--- src/rtl/inst_fetch_if.sv ---
// Fetch unit bus: memory read port, redirect input and
// the instruction slot toward decode.
interface inst_fetch_if;
  logic        mem_req;
  logic [31:0] mem_addr;
  logic        mem_ready;
  logic [31:0] mem_data;
  logic        jump_en;
  logic [31:0] jump_addr;
  logic        down_stall;
  logic        to_valid;
  logic [31:0] to_inst;
  logic [31:0] to_pc;
  logic [31:0] to_npc;

  modport master (
    output mem_req, mem_addr,
    output to_valid, to_inst, to_pc, to_npc,
    input  mem_ready, mem_data,
    input  jump_en, jump_addr, down_stall
  );

  modport slave (
    input  mem_req, mem_addr,
    input  to_valid, to_inst, to_pc, to_npc,
    output mem_ready, mem_data,
    output jump_en, jump_addr, down_stall
  );
endinterface

--- src/rtl/inst_fetch.sv ---
// Instruction fetch: PC, direct-mapped one-word-per-line
// icache, single outstanding miss, redirect support.
module inst_fetch #(
  parameter int          ICACHE_LINES = 16,
  parameter logic [31:0] RESET_PC     = 32'h0
) (
  input logic          clk_in,
  input logic          rst_in,
  input logic          rdy_in,
  inst_fetch_if.master bus
);
  localparam int IDX_W = $clog2(ICACHE_LINES);
  localparam int TAG_W = 30 - IDX_W;

  typedef enum logic {IDLE, MISS} state_t;

  state_t      state_q, state_d;
  logic [31:0] pc_q, pc_d;
  logic        req_q, req_d;
  logic [31:0] addr_q, addr_d;
  logic        vld_q, vld_d;
  logic [31:0] inst_q, inst_d;
  logic [31:0] opc_q, opc_d;
  logic [31:0] npc_q, npc_d;

  logic [ICACHE_LINES-1:0] line_v;
  logic [TAG_W-1:0]        tag_mem [ICACHE_LINES];
  logic [31:0]             data_mem [ICACHE_LINES];

  logic [IDX_W-1:0] rd_idx, wr_idx;
  logic [TAG_W-1:0] rd_tag, wr_tag;
  logic             hit, slot_free, xfer, fill;
  logic             unused_ok;

  assign rd_idx = pc_q[IDX_W+1:2];
  assign rd_tag = pc_q[31:IDX_W+2];
  assign wr_idx = addr_q[IDX_W+1:2];
  assign wr_tag = addr_q[31:IDX_W+2];

  assign hit       = line_v[rd_idx] && (tag_mem[rd_idx] == rd_tag);
  assign xfer      = vld_q && !bus.down_stall;
  assign slot_free = !vld_q || !bus.down_stall;
  assign fill      = (state_q == MISS) && bus.mem_ready;

  assign unused_ok = ^{addr_q[1:0], bus.jump_addr[1:0]};

  // FSM state register
  always_ff @(posedge clk_in) begin
    if (rst_in)
      state_q <= IDLE;
    else if (rdy_in)
      state_q <= state_d;
  end

  // Next state, fetch slot and request generation
  always_comb begin
    state_d = state_q;
    pc_d    = pc_q;
    req_d   = req_q;
    addr_d  = addr_q;
    vld_d   = vld_q && !xfer;
    inst_d  = inst_q;
    opc_d   = opc_q;
    npc_d   = npc_q;
    unique case (state_q)
      IDLE: begin
        if (!bus.jump_en) begin
          if (hit) begin
            if (slot_free) begin
              vld_d  = 1'b1;
              inst_d = data_mem[rd_idx];
              opc_d  = pc_q;
              npc_d  = pc_q + 32'd4;
              pc_d   = pc_q + 32'd4;
            end
          end else begin
            req_d   = 1'b1;
            addr_d  = {pc_q[31:2], 2'b00};
            state_d = MISS;
          end
        end
      end
      MISS: begin
        if (bus.mem_ready) begin
          req_d   = 1'b0;
          state_d = IDLE;
        end
      end
    endcase
    if (bus.jump_en) begin
      pc_d  = {bus.jump_addr[31:2], 2'b00};
      vld_d = 1'b0;
    end
  end

  // PC, request and output slot registers
  always_ff @(posedge clk_in) begin
    if (rst_in) begin
      pc_q   <= RESET_PC;
      req_q  <= 1'b0;
      addr_q <= '0;
      vld_q  <= 1'b0;
      inst_q <= '0;
      opc_q  <= '0;
      npc_q  <= '0;
    end else if (rdy_in) begin
      pc_q   <= pc_d;
      req_q  <= req_d;
      addr_q <= addr_d;
      vld_q  <= vld_d;
      inst_q <= inst_d;
      opc_q  <= opc_d;
      npc_q  <= npc_d;
    end
  end

  // Line valid bits, cleared only by reset
  always_ff @(posedge clk_in) begin
    if (rst_in)
      line_v <= '0;
    else if (rdy_in && fill)
      line_v[wr_idx] <= 1'b1;
  end

  // Tag and data arrays written on miss return
  always_ff @(posedge clk_in) begin
    if (!rst_in && rdy_in && fill) begin
      tag_mem[wr_idx]  <= wr_tag;
      data_mem[wr_idx] <= bus.mem_data;
    end
  end

  assign bus.mem_req  = req_q;
  assign bus.mem_addr = addr_q;
  assign bus.to_valid = vld_q;
  assign bus.to_inst  = inst_q;
  assign bus.to_pc    = opc_q;
  assign bus.to_npc   = npc_q;
endmodule

--- src/flat_wrapper.sv ---
// flat-port wrapper written by rule: the top's interface ports become plain ports
module inst_fetch_flat 
#(
  parameter int          ICACHE_LINES = 16,
  parameter logic [31:0] RESET_PC     = 32'h0
)
  (clk_in, rst_in, rdy_in, bus_mem_req, bus_mem_addr, bus_to_valid, bus_to_inst, bus_to_pc, bus_to_npc, bus_mem_ready, bus_mem_data, bus_jump_en, bus_jump_addr, bus_down_stall);
  inst_fetch_if bus_i ();
  input logic clk_in;
  input logic rst_in;
  input logic rdy_in;
  output wire logic [$bits(bus_i.mem_req)-1:0] bus_mem_req;
  output wire logic [$bits(bus_i.mem_addr)-1:0] bus_mem_addr;
  output wire logic [$bits(bus_i.to_valid)-1:0] bus_to_valid;
  output wire logic [$bits(bus_i.to_inst)-1:0] bus_to_inst;
  output wire logic [$bits(bus_i.to_pc)-1:0] bus_to_pc;
  output wire logic [$bits(bus_i.to_npc)-1:0] bus_to_npc;
  input wire logic [$bits(bus_i.mem_ready)-1:0] bus_mem_ready;
  input wire logic [$bits(bus_i.mem_data)-1:0] bus_mem_data;
  input wire logic [$bits(bus_i.jump_en)-1:0] bus_jump_en;
  input wire logic [$bits(bus_i.jump_addr)-1:0] bus_jump_addr;
  input wire logic [$bits(bus_i.down_stall)-1:0] bus_down_stall;
  assign bus_mem_req = bus_i.mem_req;
  assign bus_mem_addr = bus_i.mem_addr;
  assign bus_to_valid = bus_i.to_valid;
  assign bus_to_inst = bus_i.to_inst;
  assign bus_to_pc = bus_i.to_pc;
  assign bus_to_npc = bus_i.to_npc;
  assign bus_i.mem_ready = bus_mem_ready;
  assign bus_i.mem_data = bus_mem_data;
  assign bus_i.jump_en = bus_jump_en;
  assign bus_i.jump_addr = bus_jump_addr;
  assign bus_i.down_stall = bus_down_stall;
  inst_fetch #(.ICACHE_LINES(ICACHE_LINES), .RESET_PC(RESET_PC)) u_core (.clk_in(clk_in), .rst_in(rst_in), .rdy_in(rdy_in), .bus(bus_i));
endmodule
--- config.mk ---
export PLATFORM = sky130hd
export DESIGN_NAME = inst_fetch_flat
export DESIGN_NICKNAME = d
export VERILOG_FILES = /design/src/rtl/inst_fetch_if.sv /design/src/rtl/inst_fetch.sv /design/src/flat_wrapper.sv
export SDC_FILE = /design/constraint.sdc
export NUM_CORES = 1
export LEC_CHECK = 0
export CAP_MARGIN = 20
export CORE_MARGIN = 2
export CORE_UTILIZATION = 40
export DETAILED_ROUTE_END_ITERATION = 10
export MAX_ROUTING_LAYER = met4
export SLEW_MARGIN = 40
export SYNTH_ARGS = -nofsm -noshare
export SYNTH_HDL_FRONTEND = slang
export SYNTH_SLANG_ARGS = --single-unit
--- constraint.sdc ---
create_clock -name clk_in -period 6.1 [get_ports clk_in]
set_input_delay 0.915 -clock clk_in [delete_from_list [all_inputs] [get_ports clk_in]]
set_output_delay 0.915 -clock clk_in [all_outputs]
set_load 0.02 [all_outputs]
==> flow_summary.yaml, run 1 <==
run_status:
  outcome: "complete, no violations"
sta:
  layout_setup_ws_ns: 1.25
  rsz0062_at_grt: "false"
  tns_ns: 0
  maxSlewHeadroom_pct: 40.0
  max_freq_ghz: 0.206
  final-hold-violation-count: 0
  fin_crit_sh_pct: 79.6
  tightest_slew_ns: 0.896
  layout_min_cycle_time_ns: 4.85
  finalClockSkew_ns: 0.0431
  setup_viol: 0
  drv_slew: 0
logic_synthesis:
  async_flop_share_pct: 0
  synth-seq-cells: 1103
  synth_edf_count: 928
  synth_cells: 2463
  postSynthAreaPerCell_um2: 17.7
  syn_area_um2: 43600
  ys_seq_area_share_pct: 71.9
  ys_types: 84
  ys.flop_type: "edfxtp_1"
  ys_warn_count: 0
routing:
  post_drt_wl_per_cell_um: 29.0
  routed_via_density: 5.80
  routed_wirelength_mm: 122
  final_antenna_net_count: 0
  drtPass1Iterations: 5
  drc_errors: 0
  drt_iter0_markers: 3239
  vias: 24300
critical_path:
  timing.rr.end: "u_core.pc_q[3]"
  worst_setup_path_start_kind: "flip-flop"
  crit_top_cell: "mux2i_1"
  crit_chain: "buf_4 > mux4_2 > mux2i_1 > mux2i_1 > xnor2_1 > nand4_1 > or3_1 > or4b_1 > nand2_2 > a211oi_1"
  end_kind: "flip-flop"
  critical_path.max_fanout: 39
  cp_slowest_cell: "dfxtp_4"
  rrSetupSlack_ns: 1.25
  worst_ep_required_time_ns: 6.62
  cp_num_buf_inv: 1
  critPathArrivalTime_ns: 5.38
  crit_family: "simple AND/OR/NAND/NOR gates"
  cp_slowest_stage_delay_ns: 0.83
  critical_path_class: "flip-flop to flip-flop"
  reg2regPathDepth: 10
clock_network:
  htreeDepth: 3
  clk_latency_ns: 0.71
  cts_buffers: 112
  clk_pin_slew_ns: 0.06
  cts_resized: 0
  postCtsSetupBuffers: 0
  cts_sinks: 1103
  cts_tree: "done"
  cts_buffer_depth: 3
  clockRootBuffer: "clkbuf_16"
  cts_hold_buffers: 0
final_layout:
  filler_cell_count: 9062
  drive_above_1_share_pct: 20.4
  syn_to_final_growth_pct: 17.6
  nets: 2748
global_routing:
  grt_usage_pct: 22.4
  overflow: 0
  grt_pass1_wl_mm: 175
  grt_pass1_vias: 24600
  antenna_found_initial: 7
  grt_max_degree: 99
power:
  power_density_nw_per_um2: 308
  pwr-share-seq_pct: 51.9
  switching_share_pct: 21.4
  ir_worst_vdd_mv: 0.247
  p_comb_share_pct: 4.3
  net-switching-power_uw: 3390
  pwr-share-clk_pct: 43.7
  intPower_uw: 12400
  leakage_uw: 0.0156
die:
  start_util_pct: 40.2
  core_region_area_um2: 109000
  die_w_um: 334
  die_y_um: 334
  top_level_ports: 200
  die_area_um2: 112000
  row_count: 121
place:
  pre_cts_ws_ns: 1.28
  dp_hpwl_mm: 72.6
  portBuffers: 191
  place.gp.congestion: 0.844
min_path:
  min_delay_path_depth: 1
  min_to: "u_core.line_v[15]"
  hp-class: "flip-flop to flip-flop"
  hold_path_startpoint: "u_core.line_v[15]"
run:
  max_cap_violations: 0
power by group through the flow:
stage	logic, µW	clock network [µW]	registers [µW]
finish	681	6910	8210
global placement	655	0	8380
CTS	671	7010	8210
global route	723	7300	8210
floorplan	449	0	8320
detailed placement	668	0	8380
worst max-delay path by stage:
| stage | to | cells past startpoint |
|---|---|---|
| 2_1_floorplan | u_core.data_mem[1][0] | 4 |
| 3_3_place_gp | u_core.pc_q[22] | 10 |
| 3_5_place_dp | u_core.pc_q[22] | 10 |
| 4_1_cts | u_core.pc_q[3] | 10 |
| 5_1_grt | u_core.pc_q[31] | 10 |
| 6_report | u_core.pc_q[3] | 10 |
layout by cell type (no fill, tap or decap), types with 32 or more instances in the layout:
master	n
edfxtp_1	928
mux4_2	241
clkdlybuf4s50_1	189
nand2_1	170
dfxtp_1	167
clkbuf_16	113
mux2i_1	104
nand3_1	98
a21oi_1	95
nor2_1	59
buf_4	54
xor2_1	32
flip-flops by register name, summed over array words and instances (netlist names), named ones only:
name                 count
u_core.data_mem        512
u_core.tag_mem         416
u_core.bus.to_inst      32
u_core.bus.mem_addr     30
u_core.bus.to_npc       30
u_core.bus.to_pc        30
u_core.pc_q             30
u_core.line_v           16
u_core.bus.mem_req       1
u_core.bus.to_valid      1
u_core.state_q           1
kinds of logic after synthesis:
group                    Yosys count  share of synthesized area (%)
flip-flops                      1103                           71.9
AND/OR/NAND/NOR                  502                           5.66
multiplexers                     370                           15.6
AO/OA/AOI/OAI                    251                           3.80
buffers and inverters            184                           2.01
XOR/XNOR                          51                           1.02
adder cells (fa/ha/maj)            1                         0.0287
other                              1                        0.00860
routing by layer:
| layer | share of wire [%] | track usage [%] | vias up |
|---|---|---|---|
| met5 | 0 | - | - |
| met4 | 1.9 | 5.18 | 0 |
| met3 | 9.3 | 4.82 | 158 |
| met2 | 47 | 34.6 | 1114 |
| met1 | 42 | 30.4 | 12800 |
| li1 | - | - | 10300 |
layout make-up:
class / instances / area, µm² / share of cell area (%)
Clock buffer: 141 / 3020 / 5.89
Inverter: 9 / 35.0 / 0.0683
Antenna cell: 6 / 15.0 / 0.0293
Multi-Input combinational cell: 1181 / 11600 / 22.5
Tap cell: 1414 / 1770 / 3.45
Clock inverter: 71 / 706 / 1.37
Timing Repair Buffer: 270 / 2820 / 5.49
Sequential cell: 1103 / 31400 / 61.2
cell usage after synthesis, types with 4 or more instances:
cell type | instances | area, µm²
nand3b_1 | 7 | 52.6
nor2b_1 | 24 | 150
a21oi_1 | 96 | 480
nand2b_1 | 11 | 68.8
and4_1 | 4 | 35.0
mux2_2 | 19 | 214
and2_1 | 8 | 50.1
buf_4 | 20 | 150
inv_1 | 6 | 22.5
o21ai_0 | 26 | 130
buf_2 | 25 | 125
a221oi_1 | 4 | 35.0
nand3_1 | 98 | 490
buf_1 | 19 | 71.3
a211oi_1 | 8 | 60.1
or2_2 | 6 | 37.5
o21a_1 | 9 | 67.6
a31o_2 | 10 | 87.6
xor2_1 | 32 | 280
buf_6 | 9 | 101
a22oi_1 | 20 | 150
xnor2_1 | 19 | 166
or3_1 | 9 | 56.3
edfxtp_1 | 928 | 27900
nor3_1 | 28 | 140
nor3b_1 | 4 | 30.0
a22o_1 | 5 | 43.8
mux4_2 | 241 | 5430
and2_0 | 9 | 56.3
nand2_1 | 170 | 638
nor4_1 | 6 | 37.5
dfxtp_1 | 175 | 3500
o31ai_1 | 4 | 30.0
nand4_1 | 17 | 106
and3_1 | 10 | 62.6
clkbuf_1 | 101 | 379
o22ai_1 | 5 | 31.3
a21o_1 | 16 | 120
o211ai_1 | 11 | 82.6
nor2_1 | 71 | 267
a32o_1 | 5 | 50.1
mux2i_1 | 104 | 1040
stage by stage:
stage	instances	power, µW	util, %	cell area (µm²)	hold slack [ns]
after floorplan	2468	8770	-	43700	0.421
after global placement	3966	9030	43.6	47300	0.427
after detailed placement	3972	9040	43.7	47500	0.436
after CTS	4184	15900	47.2	51200	0.451
after global routing	4195	16200	47.3	51300	0.468
final	4195	15800	47.3	51300	0.452
worst register-to-register path, stage by stage, from the launching register on:
cell and delay (ns):
dfxtp_4 0.83, buf_4 0.47, mux4_2 0.53, mux2i_1 0.21
mux2i_1 0.18, xnor2_1 0.38, nand4_1 0.14, or3_1 0.44
or4b_1 0.76, nand2_2 0.56, a211oi_1 0.17
No activity file was read; power rests on OpenSTA's default activity.
==> run 2: changes to the inputs <==
==> constraint.sdc (replaced) <==
create_clock -name clk_in -period 4.4 [get_ports clk_in]
set_input_delay 0.66 -clock clk_in [delete_from_list [all_inputs] [get_ports clk_in]]
set_output_delay 0.66 -clock clk_in [all_outputs]
set_load 0.02 [all_outputs]
==> run 2 against run 1 <==
Maximum frequency is 14% higher. Count of clock-buffer cells in the layout is 10 higher. Worst hold slack better by 0.0019 ns. Sequential share of layout area is 0.42 points lower. Combinational power is 47% higher. Design area is 0.70% higher. Clock skew is 0.022 ns higher. Non-clock buffer count is 45 higher. Final cell count is 1.1% higher. Wire length is 1.5% higher. Global-route usage is 0.22 points higher. Total power is 39% higher.
==> flow_summary.yaml, run 2 (synthesis results as in run 1) <==
sta:
  maxSlewHeadroom_pct: 44.2
  layout_setup_ws_ns: 0.155
  layout_min_cycle_time_ns: 4.25
  fin_crit_sh_pct: 96.5
  final-hold-violation-count: 0
  max_freq_ghz: 0.236
  drv_slew: 0
  rsz0062_at_grt: "false"
  finalClockSkew_ns: 0.0653
  setup_viol: 0
  tightest_slew_ns: 0.836
critical_path:
  critPathArrivalTime_ns: 4.84
  crit_cells: 12
  crit_top_cell: "buf_4"
  end_kind: "flip-flop"
  critical_path_class: "flip-flop to flip-flop"
  worst_ep_required_time_ns: 5.00
  timing.rr.end: "u_core.bus.mem_addr[6]"
  cp_slowest_cell: "or4b_1"
  critical_path.max_fanout: 35
  rrSetupSlack_ns: 0.15
  cp_num_buf_inv: 3
  crit_end: "u_core.bus.mem_addr[6]"
  crit_chain: "buf_12 > nor2b_1 > a22oi_1 > a211oi_1 > nor4_1 > or4b_1 > or3_1 > nor4_4 > buf_4 > or2_1 > buf_4 > mux2_2"
  reg2regPathDepth: 12
  cp_slowest_stage_delay_ns: 0.56
  crit_family: "simple AND/OR/NAND/NOR gates"
  worst_setup_path_start_kind: "flip-flop"
min_path:
  hp-class: "flip-flop to flip-flop"
global_routing:
  antenna_found_initial: 11
  grt_usage_pct: 22.6
  overflow: 0
  grt_max_degree: 70
  grt_pass1_wl_mm: 176
  grt_pass1_vias: 24600
die:
  top_level_ports: 200
  die_area_um2: 112000
  die_w_um: 334
  start_util_pct: 40.2
  die_y_um: 334
  row_count: 121
  core_region_area_um2: 109000
clock_network:
  cts_sinks: 1103
  cts_buffers: 111
  htreeDepth: 3
  clk_latency_ns: 0.72
  cts_buffer_depth: 3
  clk_pin_slew_ns: 0.06
  cts_tree: "done"
  clockRootBuffer: "clkbuf_16"
power:
  power_density_nw_per_um2: 426
  pwr-share-clk_pct: 43.9
  switching_share_pct: 21.3
  intPower_uw: 17300
  net-switching-power_uw: 4690
  pwr-share-seq_pct: 51.5
  ir_worst_vdd_mv: 0.344
  total_power_uw: 22000
  p_comb_share_pct: 4.5
  leakage_uw: 0.0159
final_layout:
  regArea_um2: 31400
  syn_to_final_growth_pct: 18.5
  filler_cell_count: 8933
  multi_input_area_um2: 11600
  final_cell_mix: "edfxtp_1, mux4_2, clkdlybuf4s50_1"
  instances_no_fill: 4241
  nets: 2792
  largest_register: "u_core.data_mem"
  final_common_cell: "edfxtp_1"
  finalCoreUtilization_pct: 47.6
  largest_reg_flops: 512
  drive_above_1_share_pct: 21.7
routing:
  drtPass1Iterations: 5
  vias: 24500
  routed_wirelength_mm: 124
  final_antenna_net_count: 0
  routed_via_density: 5.77
  drt_iter0_markers: 2949
  drc_errors: 0
  post_drt_wl_per_cell_um: 29.1
place:
  dp_cells: 4015
  place.gp.congestion: 0.874
  dp_hpwl_mm: 73.6
  pre_cts_ws_ns: 0.126
  portBuffers: 191
run_status:
  outcome: "complete, no violations"
run:
  max_cap_violations: 0
run 2: cell count changes in the layout (fill, tap and decap cells not counted), sizes merged:
cell / before / now
diode: 6 / 8
bufinv: 11 / 12
clkinvlp: 3 / 2
clkinv: 54 / 43
buf: 81 / 126
clkbuf: 141 / 151
run 2: metrics by stage:
step,hold WS [ns],instance area (µm²),TNS [ns]
floorplan,0.421,43700,-11.80
global placement,0.427,47800,0
detailed placement,0.439,47800,0
CTS,0.454,51600,0
global route,0.463,51700,0
finish,0.454,51700,0
run 2: timing repair:
item	CTS	global route
endpoints found under the setup margin	0	40
gates resized for setup	0	1
hold buffers	0	0
setup buffers	0	6
run 2: how the worst min path moves through the flow:
stage / start / end / slack, ns / cells after the start
floorplan: u_core.line_v[12] / u_core.line_v[12] / 0.42 / 1
global placement: u_core.line_v[6] / u_core.line_v[6] / 0.43 / 1
detailed placement: u_core.line_v[7] / u_core.line_v[7] / 0.44 / 1
CTS: u_core.line_v[7] / u_core.line_v[7] / 0.45 / 1
global route: u_core.line_v[15] / u_core.line_v[15] / 0.46 / 1
finish: u_core.bus.to_inst[14] / u_core.bus.to_inst[14] / 0.45 / 2
run 2: power groups by stage:
stage	sequential [µW]	clock, µW	combinational, µW
final	11400	9680	999
after global routing	11400	10200	1060
after CTS	11400	9830	990
after detailed placement	11600	0	986
after global placement	11600	0	972
after floorplan	11500	0	623
run 2: layout make-up:
type / count / share of cell area, %
Clock inverter: 60 / 1.33
Clock buffer: 151 / 5.96
Timing Repair Buffer: 315 / 6.06
Tap cell: 1414 / 3.42
Sequential cell: 1103 / 60.7
Antenna cell: 8 / 0.0387
Multi-Input combinational cell: 1181 / 22.4
Inverter: 9 / 0.0678
run 2: per-layer routing:
| metal | track usage (%) | vias up | routed length [µm] |
|---|---|---|---|
| li1 | - | 10400 | - |
| met1 | 30.1 | 12800 | 50200 |
| met2 | 35.4 | 1144 | 59100 |
| met3 | 5.25 | 176 | 11800 |
| met4 | 5.01 | 0 | 2440 |
| met5 | - | - | 0 |
run 2: tightest hold or removal path: stages (launching register included):
cell	delay (ns)
dfxtp_1	0.31
nand2_1	0.05
a21oi_1	0.05
